$ cat src/rtl/voice_allocator_pkg.sv
// rtl/voice_allocator_pkg.sv - shared defaults and helpers for the voice allocator
// Purpose: default sizing for keyboard/voice bank and the voice_key slice offset helper.
package voice_allocator_pkg;

  localparam int DEF_NUM_KEYS   = 24;
  localparam int DEF_KEY_W      = 5;
  localparam int DEF_NUM_VOICES = 4;
  localparam int DEF_AGE_W      = 8;

  // Low bit of voice v's key index inside the flattened voice_key bus.
  function automatic int key_lsb(input int v, input int key_w);
    return v * key_w;
  endfunction

endpackage

$ cat src/rtl/voice_allocator_lsb_priority_enc.sv
// rtl/voice_allocator_lsb_priority_enc.sv - lowest-set-bit priority encoder
// Purpose: report the index of the lowest set request bit.
// Ports:
//   req   in  WIDTH  request vector
//   idx   out IDX_W  index of lowest set bit (0 when none)
//   valid out 1      any request bit set
module lsb_priority_enc #(
  parameter int WIDTH = 8,
  parameter int IDX_W = 3
) (
  input  logic [WIDTH-1:0] req,
  output logic [IDX_W-1:0] idx,
  output logic             valid
);

  always_comb begin
    idx   = '0;
    valid = 1'b0;
    // Scan downward so the last hit, the lowest index, wins.
    for (int i = WIDTH - 1; i >= 0; i--) begin
      if (req[i]) begin
        idx   = IDX_W'(i);
        valid = 1'b1;
      end
    end
  end

endmodule

$ cat src/rtl/voice_allocator.sv
// rtl/voice_allocator.sv - polyphony scheduler mapping pressed keys onto tone generators
// Purpose: detect key presses/releases, assign new keys to idle voices or steal the oldest.
// Ports:
//   clk          in  1                   system clock
//   rst          in  1                   asynchronous active-high reset
//   keys         in  NUM_KEYS            held key levels
//   voice_key    out NUM_VOICES*KEY_W    key index per voice
//   voice_active out NUM_VOICES          voice sounding
//   voice_start  out NUM_VOICES          one-cycle (re)assignment pulse
//   steal        out 1                   one-cycle pulse when an active voice is taken over
module voice_allocator
  import voice_allocator_pkg::*;
#(
  parameter int NUM_KEYS   = DEF_NUM_KEYS,
  parameter int KEY_W      = DEF_KEY_W,
  parameter int NUM_VOICES = DEF_NUM_VOICES,
  parameter int AGE_W      = DEF_AGE_W
) (
  input  logic                        clk,
  input  logic                        rst,
  input  logic [NUM_KEYS-1:0]         keys,
  output logic [NUM_VOICES*KEY_W-1:0] voice_key,
  output logic [NUM_VOICES-1:0]       voice_active,
  output logic [NUM_VOICES-1:0]       voice_start,
  output logic                        steal
);

  localparam int VOICE_W  = (NUM_VOICES > 1) ? $clog2(NUM_VOICES) : 1;
  localparam int KEY_SPAN = 1 << KEY_W;

  logic [NUM_KEYS-1:0]                keys_q, keys_d;
  logic [NUM_KEYS-1:0]                pending_q, pending_d;
  logic [NUM_VOICES-1:0][KEY_W-1:0]   voice_key_q, voice_key_d;
  logic [NUM_VOICES-1:0]              voice_active_q, voice_active_d;
  logic [NUM_VOICES-1:0]              voice_start_q, voice_start_d;
  logic                               steal_q, steal_d;
  logic [NUM_VOICES-1:0][AGE_W-1:0]   age_q, age_d;

  logic [NUM_KEYS-1:0]   rise, cand;
  logic [KEY_SPAN-1:0]   keys_ext;
  logic [NUM_VOICES-1:0] rel;
  logic [KEY_W-1:0]      cand_idx;
  logic                  cand_valid;
  logic [VOICE_W-1:0]    idle_idx;
  logic                  idle_valid;
  logic [VOICE_W-1:0]    oldest_idx;
  logic [AGE_W-1:0]      oldest_age;
  logic                  assign_en;
  logic [VOICE_W-1:0]    assign_voice;

  assign rise = keys & ~keys_q;
  // A pending key that is no longer held simply falls out here.
  assign cand = (pending_q | rise) & keys;

  lsb_priority_enc #(.WIDTH(NUM_KEYS), .IDX_W(KEY_W)) u_cand_enc (
    .req   (cand),
    .idx   (cand_idx),
    .valid (cand_valid)
  );

  lsb_priority_enc #(.WIDTH(NUM_VOICES), .IDX_W(VOICE_W)) u_idle_enc (
    .req   (~voice_active_q),
    .idx   (idle_idx),
    .valid (idle_valid)
  );

  // Widen keys so any KEY_W-bit index selects a defined bit.
  always_comb begin
    keys_ext = KEY_SPAN'(keys);
    for (int v = 0; v < NUM_VOICES; v++) begin
      rel[v] = voice_active_q[v] & ~keys_ext[voice_key_q[v]];
    end
  end

  // Oldest voice; strict compare keeps the lowest index on ties.
  always_comb begin
    oldest_idx = '0;
    oldest_age = age_q[0];
    for (int v = 1; v < NUM_VOICES; v++) begin
      if (age_q[v] > oldest_age) begin
        oldest_age = age_q[v];
        oldest_idx = VOICE_W'(v);
      end
    end
  end

  // A release this edge means a voice frees up next edge, so stall rather than steal.
  always_comb begin
    assign_en    = 1'b0;
    assign_voice = '0;
    steal_d      = 1'b0;
    if (cand_valid) begin
      if (idle_valid) begin
        assign_en    = 1'b1;
        assign_voice = idle_idx;
      end else if (~|rel) begin
        assign_en    = 1'b1;
        assign_voice = oldest_idx;
        steal_d      = 1'b1;
      end
    end
  end

  always_comb begin
    keys_d         = keys;
    pending_d      = cand;
    voice_key_d    = voice_key_q;
    voice_active_d = voice_active_q & ~rel;
    voice_start_d  = '0;
    age_d          = '0;
    if (assign_en) begin
      pending_d = cand & ~(NUM_KEYS'(1) << cand_idx);
    end
    for (int v = 0; v < NUM_VOICES; v++) begin
      if (assign_en && (assign_voice == VOICE_W'(v))) begin
        voice_key_d[v]    = cand_idx;
        voice_active_d[v] = 1'b1;
        voice_start_d[v]  = 1'b1;
      end
    end
    for (int v = 0; v < NUM_VOICES; v++) begin
      if (voice_start_d[v] || !voice_active_d[v]) begin
        age_d[v] = '0;
      end else if (age_q[v] == {AGE_W{1'b1}}) begin
        age_d[v] = age_q[v];
      end else begin
        age_d[v] = age_q[v] + AGE_W'(1);
      end
    end
  end

  always_ff @(posedge clk or posedge rst) begin
    if (rst) begin
      keys_q         <= '0;
      pending_q      <= '0;
      voice_key_q    <= '0;
      voice_active_q <= '0;
      voice_start_q  <= '0;
      steal_q        <= 1'b0;
      age_q          <= '0;
    end else begin
      keys_q         <= keys_d;
      pending_q      <= pending_d;
      voice_key_q    <= voice_key_d;
      voice_active_q <= voice_active_d;
      voice_start_q  <= voice_start_d;
      steal_q        <= steal_d;
      age_q          <= age_d;
    end
  end

  always_comb begin
    voice_key = '0;
    for (int v = 0; v < NUM_VOICES; v++) begin
      voice_key[key_lsb(v, KEY_W) +: KEY_W] = voice_key_q[v];
    end
  end

  assign voice_active = voice_active_q;
  assign voice_start  = voice_start_q;
  assign steal        = steal_q;

endmodule
$ cat config.mk
export PLATFORM = sky130hd
export DESIGN_NAME = voice_allocator
export DESIGN_NICKNAME = d
export VERILOG_FILES = /design/src/rtl/voice_allocator_pkg.sv /design/src/rtl/voice_allocator_lsb_priority_enc.sv /design/src/rtl/voice_allocator.sv
export SDC_FILE = /design/constraint.sdc
export NUM_CORES = 1
export LEC_CHECK = 0
export ABC_AREA = 1
export BUFFER_PORTS_ARGS = -buffer_cell sky130_fd_sc_hd__buf_2
export CAP_MARGIN = 30
export CORE_UTILIZATION = 55
export CTS_CLUSTER_DIAMETER = 120
export CTS_CLUSTER_SIZE = 25
export DETAILED_ROUTE_END_ITERATION = 10
export GPL_ROUTABILITY_DRIVEN = 1
export PLACE_DENSITY = 0.77
export SLEW_MARGIN = 5
export SYNTH_ARGS = -nofsm -noshare
export SYNTH_HDL_FRONTEND = slang
export SYNTH_SLANG_ARGS = --single-unit
$ cat constraint.sdc
create_clock -name clk -period 4.55 [get_ports clk]
set_clock_uncertainty 0.05 [all_clocks]
set_input_delay 0 -clock clk [delete_from_list [all_inputs] [get_ports clk]]
set_output_delay 0 -clock clk [all_outputs]
set_load 0.05 [all_outputs]
# Word-level counts from Yosys, hierarchy flattened
# Cells that the tools add are included.
# classes
n_addsub	4
n_mux	94
n_reduce_logical	14
eq_ne	11
magnitude_cmp	7
bitwise	17
shifts	1
# op_table
cell	count
5-bit 2-to-1 mux	24
8-bit 2-to-1 mux	10
24-bit bitwise AND	3
24-bit inverter	2
1-bit 2-to-1 mux	46
8-bit by 1-bit adder with 8-bit output, second input constant	4
8-bit == test, second input constant	4
8-bit > comparator	3
5-bit by 6-bit less-than comparator with 1-bit output, second input constant	4
24-bit 2-to-1 mux	1
24-bit bitwise OR	1
1-bit by 5-bit left shift with 24-bit output, first input constant	1
1-bit binary-select mux with 5-bit select	4
2-bit 2-to-1 mux	9
2-bit != test, second input constant	4
4-bit inverter	2
1-bit bitwise AND	4
4-bit bitwise AND	1
2-bit == test, second input constant	2
1-bit logical AND	4
1-bit zero test	4
1-bit logical OR	4
1-bit inverter	4
4-bit OR reduction	1
2 further kinds	2
# word_totals
register_bits	109
inputBits	26
wordCells	161

# Longest topological paths before layout
# depth
ltp_word	35
mapped_depth	36

# By module
# A second synthesis with hierarchy kept.
# unflattened
cells_unflattened	901
hier_area_um2	6663.9
# by_module_without_submodules
mod	area_each_um2	cells_per_inst	instances	seq_area_each_um2
voice_allocator	6303.5	814	1	2727.6
lsb_priority_enc at u_cand_enc	324.1	79	1	0.0
lsb_priority_enc at u_idle_enc	36.3	8	1	0.0

# Worst setup path before layout
# Ideal clock, no wire load.
# synth_path
kind	register -> register
start	register age_q[7] (netlist name)
end	register voice_key_q (netlist bit voice_key[12])
arrival_ns	4.466
synth_period_minus_slack_ns	4.644
required_ns	4.372
stages_incl_launch_ff	29
path_slack_ns	-0.094
n_path_buf	3
path_cell_list	dfrtp_1 > inv_1 > ha_1 > nand2_1 > o41ai_2 > clkbuf_1 > nand2_1 > o21ai_0 > ha_1 > a21oi_1 > o21ai_0 > nand2_1 > o211ai_1 > nand2_1 > clkbuf_1 > o21ai_0 > ha_1 > nand2_1 > nor2_1 > nand3_1 > o21ai_0 > o21ai_0 > o21ai_1 > nor2_4 > inv_6 > nand2_4 > buf_6 > nand2_1 > o21ai_1
# synth_via
elab_chain_len	11
elab_cells_between_ends	13
classes_between	3 x order compare; 1 x eq/ne; 8 x mux; 1 x reduce/logical
# synth_lines
item	line_no	rtl
from (decl)	voice_allocator.sv:37	logic [NUM_VOICES-1:0][AGE_W-1:0] age_q, age_d;
from (signal assigned)	voice_allocator.sv:148	age_q <= age_d;
8-bit > comparator	voice_allocator.sv:80	if (age_q[v] > oldest_age) begin
8-bit 2-to-1 mux	voice_allocator.sv:80	
8-bit > comparator	voice_allocator.sv:80	
8-bit 2-to-1 mux	voice_allocator.sv:80	
8-bit > comparator	voice_allocator.sv:80	
2-bit 2-to-1 mux (*)	voice_allocator.sv:80	
2-bit 2-to-1 mux (*)	voice_allocator.sv:96	end else if (~|rel) begin
2-bit 2-to-1 mux (*)	voice_allocator.sv:93	if (idle_valid) begin
2-bit 2-to-1 mux (*)	voice_allocator.sv:92	if (cand_valid) begin
2-bit == test (*)	voice_allocator.sv:115	if (assign_en && (assign_voice == VOICE_W'(v))) begin
1-bit logical AND (*)	voice_allocator.sv:115	
to (signal assigned)	voice_allocator.sv:144	voice_key_q <= voice_key_d;
to (decl)	voice_allocator.sv:33	logic [NUM_VOICES-1:0][KEY_W-1:0] voice_key_q, voice_key_d;
# Every way passes the cells marked *; elsewhere a longest branch is shown, timed or not.
# A chain may end at the register's enable or synchronous reset.

# Final worst setup path
# layout_path
start	register age_q[0] (netlist name)
end	register age_q[27] (netlist name)
# layout_via
elab_cells_between_ends	19
classes_between	3 x order compare; 2 x eq/ne; 11 x mux; 3 x reduce/logical
# layout_rtl
item	line_no	rtl
8-bit > comparator	voice_allocator.sv:80	
8-bit 2-to-1 mux	voice_allocator.sv:80	
8-bit > comparator	voice_allocator.sv:80	
8-bit 2-to-1 mux	voice_allocator.sv:80	
8-bit > comparator	voice_allocator.sv:80	
2-bit 2-to-1 mux (*)	voice_allocator.sv:80	
2-bit 2-to-1 mux (*)	voice_allocator.sv:96	
2-bit 2-to-1 mux (*)	voice_allocator.sv:93	
2-bit 2-to-1 mux (*)	voice_allocator.sv:92	
2-bit == test (*)	voice_allocator.sv:115	
1-bit logical AND (*)	voice_allocator.sv:115	
1-bit 2-to-1 mux (*)	voice_allocator.sv:115	
via voice_start_d[3]	voice_allocator.sv:35	logic [NUM_VOICES-1:0] voice_start_q, voice_start_d;
1-bit logical OR (*)	voice_allocator.sv:122	if (voice_start_d[v] || !voice_active_d[v]) begin
2-bit != test (no source line) or 8-bit 2-to-1 mux (tied branches)	-	
# Mark *: on every way through the listed nets, which the timed path passes. The rest lies on a longest branch.

==> key figures <==
Critical path
  – Reg-to-reg endpoint: age_q[27]
  – Worst path slowest cell: dfrtp_1
  – Worst R2R Start: age_q[0]
  – CP startpoint: age_q[0]
  – Worst Setup EP: age_q[27]
  – CP arrival: 4.83 ns
  – Worst reg2reg path depth: 30
  – Worst-path fanout max: 8
  – Slowest cell delay on critical path: 0.42 ns
  – Critical path endpoint category: register
  – Critical path class: reg -> reg
  – Critical path startpoint category: register
  – R2R Setup Slk: -0.10 ns
  – Crit path required time: 4.72 ns

Cells and area
  – Fill cells: 861
  – Nets: 991
  – Layout cells sized above 1: 0.246
  – Core Util, Final: 0.713
  – Area growth syn-to-layout: 26.5%
  – Ant. Diodes: 0

Global routing
  – Remaining global-route overflow: 0
  – GRT Overall Usage: 0.292
  – Initial antenna violation count: 0
  – Largest net degree at the start of global routing: 68
  – First-pass GRT wire length: 26.6 mm
  – Vias in the first global route: 5616

Logic synthesis
  – Mux cell area share after synthesis: 0.00469
  – Synth cell types: 45
  – Syn Std Cell Area: 6410 um2
  – Post-synthesis xor/xnor area fraction: 0.0109
  – Number of synthesized register bits: 109
  – Main combinational cell family by area after synthesis: compound AO/OA/AOI/OAI gates
  – Seq/Total Area, Yosys: 0.426
  – Mapped Nets: 862
  – Mapped Cells: 808
  – Simple logic cell fraction of the synthesized area: 0.200
  – Post-synthesis average cell area: 7.93 um2
  – Synth warn: 0
  – Synth Area in Adders: 0.0547
  – Synth Area in Compound Gates: 0.212

Detailed routing
  – Drt initial violations: 446
  – Vias per cell: 5.58
  – DR WL/cell: 16.3 um
  – Final WL: 17.7 mm
  – DRC: 0
  – DRT Pass-1 Iters: 6
  – Via count: 6056
  – Antenna Violating Nets Remaining: 0

Timing
  – Final period util: 1.02
  – Slew Limit Fails: 0
  – Slew headroom: 0.452
  – Final Hold Viols: 0
  – RSZ-0062 raised after global routing: true
  – Crit path time final: 4.65 ns
  – Fmax: 215 MHz
  – Final setup viols: 43
  – Slew @ Worst Pin: 0.822 ns
  – Final worst setup slack: -0.103 ns
  – Setup_tns: -2.41 ns

Floorplanning
  – Initial core utilization: 0.563
  – Die Y: 110 um
  – Core Box Area: 11400 um2
  – Die area: 12100 um2
  – Num rows: 39
  – Die X: 110 um
  – IO Count: 55

CTS
  – Max H-tree Level: 3
  – TritonCTS clock tree: done
  – Num Clock Sinks: 109
  – Clock-pin slew of the registers on the worst-case setup and hold paths: 0.08 ns
  – Largest buffer count on any clock path: 2
  – Root Buffer: clkbuf_16
  – Num CTS Buffers: 9
  – Clk_lat worst skew: 0.36 ns

Hold path
  – Worst hold path type: in -> reg

Power
  – LEAKAGE: 0.00379 uW
  – Maximum VDD drop: 0.000485 V
  – P_int: 2890 uW
  – Sw Share: 0.478
  – Seq pwr share: 0.242
  – Part of the power in combinational logic: 0.622
  – Clk pwr share: 0.136
  – Switch Pwr: 2650 uW
  – Power density over the cells: 683 nW/um2

Place
  – IO buf count: 54
  – Placement Setup Slack: -0.261 ns
  – Gpl congestion: 0.890
  – HPWL after detailed placement: 12.2 mm

Run status
  – Outcome: finished, violations left
  – Failing checks: negative setup slack

Run
  – Number of max-cap violations: 0
logic make-up (layout without fill, tap and decap cells):
group           Yosys count  count (layout)
flops                   109             109
buf+inv                 135             269
fa+ha+maj                28              28
compound gates          246             246
simple gates            279             279
xor+xnor                  8               8
mux                       3               3
cells in the mapped netlist, drive strengths merged:
cell | number | share of area
clkbuf | 2 | 0.0012
o22ai | 1 | 0.00098
inv | 120 | 0.073
nor3b | 1 | 0.0012
o41ai | 1 | 0.0025
nand3 | 34 | 0.029
mux2i | 3 | 0.0047
buf | 13 | 0.017
a32oi | 1 | 0.0025
o211ai | 5 | 0.0059
a41oi | 1 | 0.0014
nand2 | 134 | 0.086
o21ai | 138 | 0.11
a211oi | 9 | 0.015
a21oi | 84 | 0.069
a31oi | 2 | 0.0020
nor3 | 13 | 0.012
o21bai | 3 | 0.0035
nand4 | 8 | 0.0078
nor2 | 85 | 0.060
nor4 | 3 | 0.0029
xor2 | 8 | 0.011
dfrtp | 109 | 0.43
o31ai | 1 | 0.0012
nand3b | 1 | 0.0012
ha | 28 | 0.055
metrics by stage:
step	total power [uW]	area (um2)	hold slack [ns]	cells
6_report	5540	8110	0.246	1085
5_1_grt	5910	8110	0.263	1085
4_1_cts	4880	7720	0.231	1077
3_5_place_dp	3860	7050	0.0747	1029
3_3_place_gp	3790	7050	0.0736	1029
2_1_floorplan	3140	6420	-0.0186	808
per-layer routing:
layer	global-route usage	routed length (um)	share of wire	up-vias
li1	-	-	-	2963
met1	0.347	6990	0.40	2820
met2	0.508	8930	0.50	218
met3	0.0616	1060	0.060	55
met4	0.125	702	0.040	0
met5	0	0	0	-
area by class of cell:
class                   count  area (um2)  area share
multi-input cells         564        3440       0.424
clock buffers               9         225      0.0278
well taps                 143         179      0.0221
inverters                 120         475      0.0587
flip-flops and latches    109        2730       0.337
clock inverters             7        55.1     0.00679
repair buffers            133        1010       0.124
sequential cells by signal, indices dropped and copies added, names as in the netlist:
signal	cells
voice_key	20
voice_start	4
keys_q	24
steal	1
age_q	32
pending_q	24
voice_active	4
power by group through the flow:
stage | registers, uW | clock network, uW | logic [uW]
detailed placement | 1340 | 0 | 2520
CTS | 1330 | 762 | 2790
floorplan | 1510 | 0 | 1640
finish | 1340 | 751 | 3450
global placement | 1340 | 0 | 2450
global route | 1360 | 800 | 3750
worst min path at each step:
stage / start / to / slack [ns] / depth (start not counted)
floorplan: keys[0] / keys_q[0] / -0.02 / 0
global placement: keys[10] / keys_q[10] / 0.07 / 1
detailed placement: keys[10] / keys_q[10] / 0.07 / 1
CTS: keys[10] / keys_q[10] / 0.23 / 2
global route: keys[10] / keys_q[10] / 0.26 / 2
finish: keys[10] / keys_q[10] / 0.25 / 2
timing repair:
item | CTS | global route
gates resized for setup | 31 | 76
gates cloned | 0 | 2
setup buffers | 7 | 6
hold buffers | 25 | 0
setup endpoints to repair | 60 | 60
endpoints found under the hold margin | 103 | 0
pin swaps | 12 | 37
cells in the final DEF (no fill, tap or decap), types with 14 or more instances in the layout:
cell type and n:
o21ai_0 56, buf_2 55, nand3_1 32, nand2_1 107, ha_1 19, buf_4 41, nor2_1 77, dfrtp_1 109
a21oi_1 69, nand2_2 21, a21oi_2 14, o21ai_1 65, o21ai_2 16, inv_1 104, dlygate4sd3_1 25
worst max-delay path, delay by kind of cell, from the launching register on:
family                     cells  cell delay [ns]
AOI/OAI and AO/OA             11             1.21
DFF                            1             0.42
adders and majority gates      3             0.97
and+or+nand+nor               10             1.00
buffers and inverters          6             0.85
No activity file was read; power rests on OpenSTA's default activity.
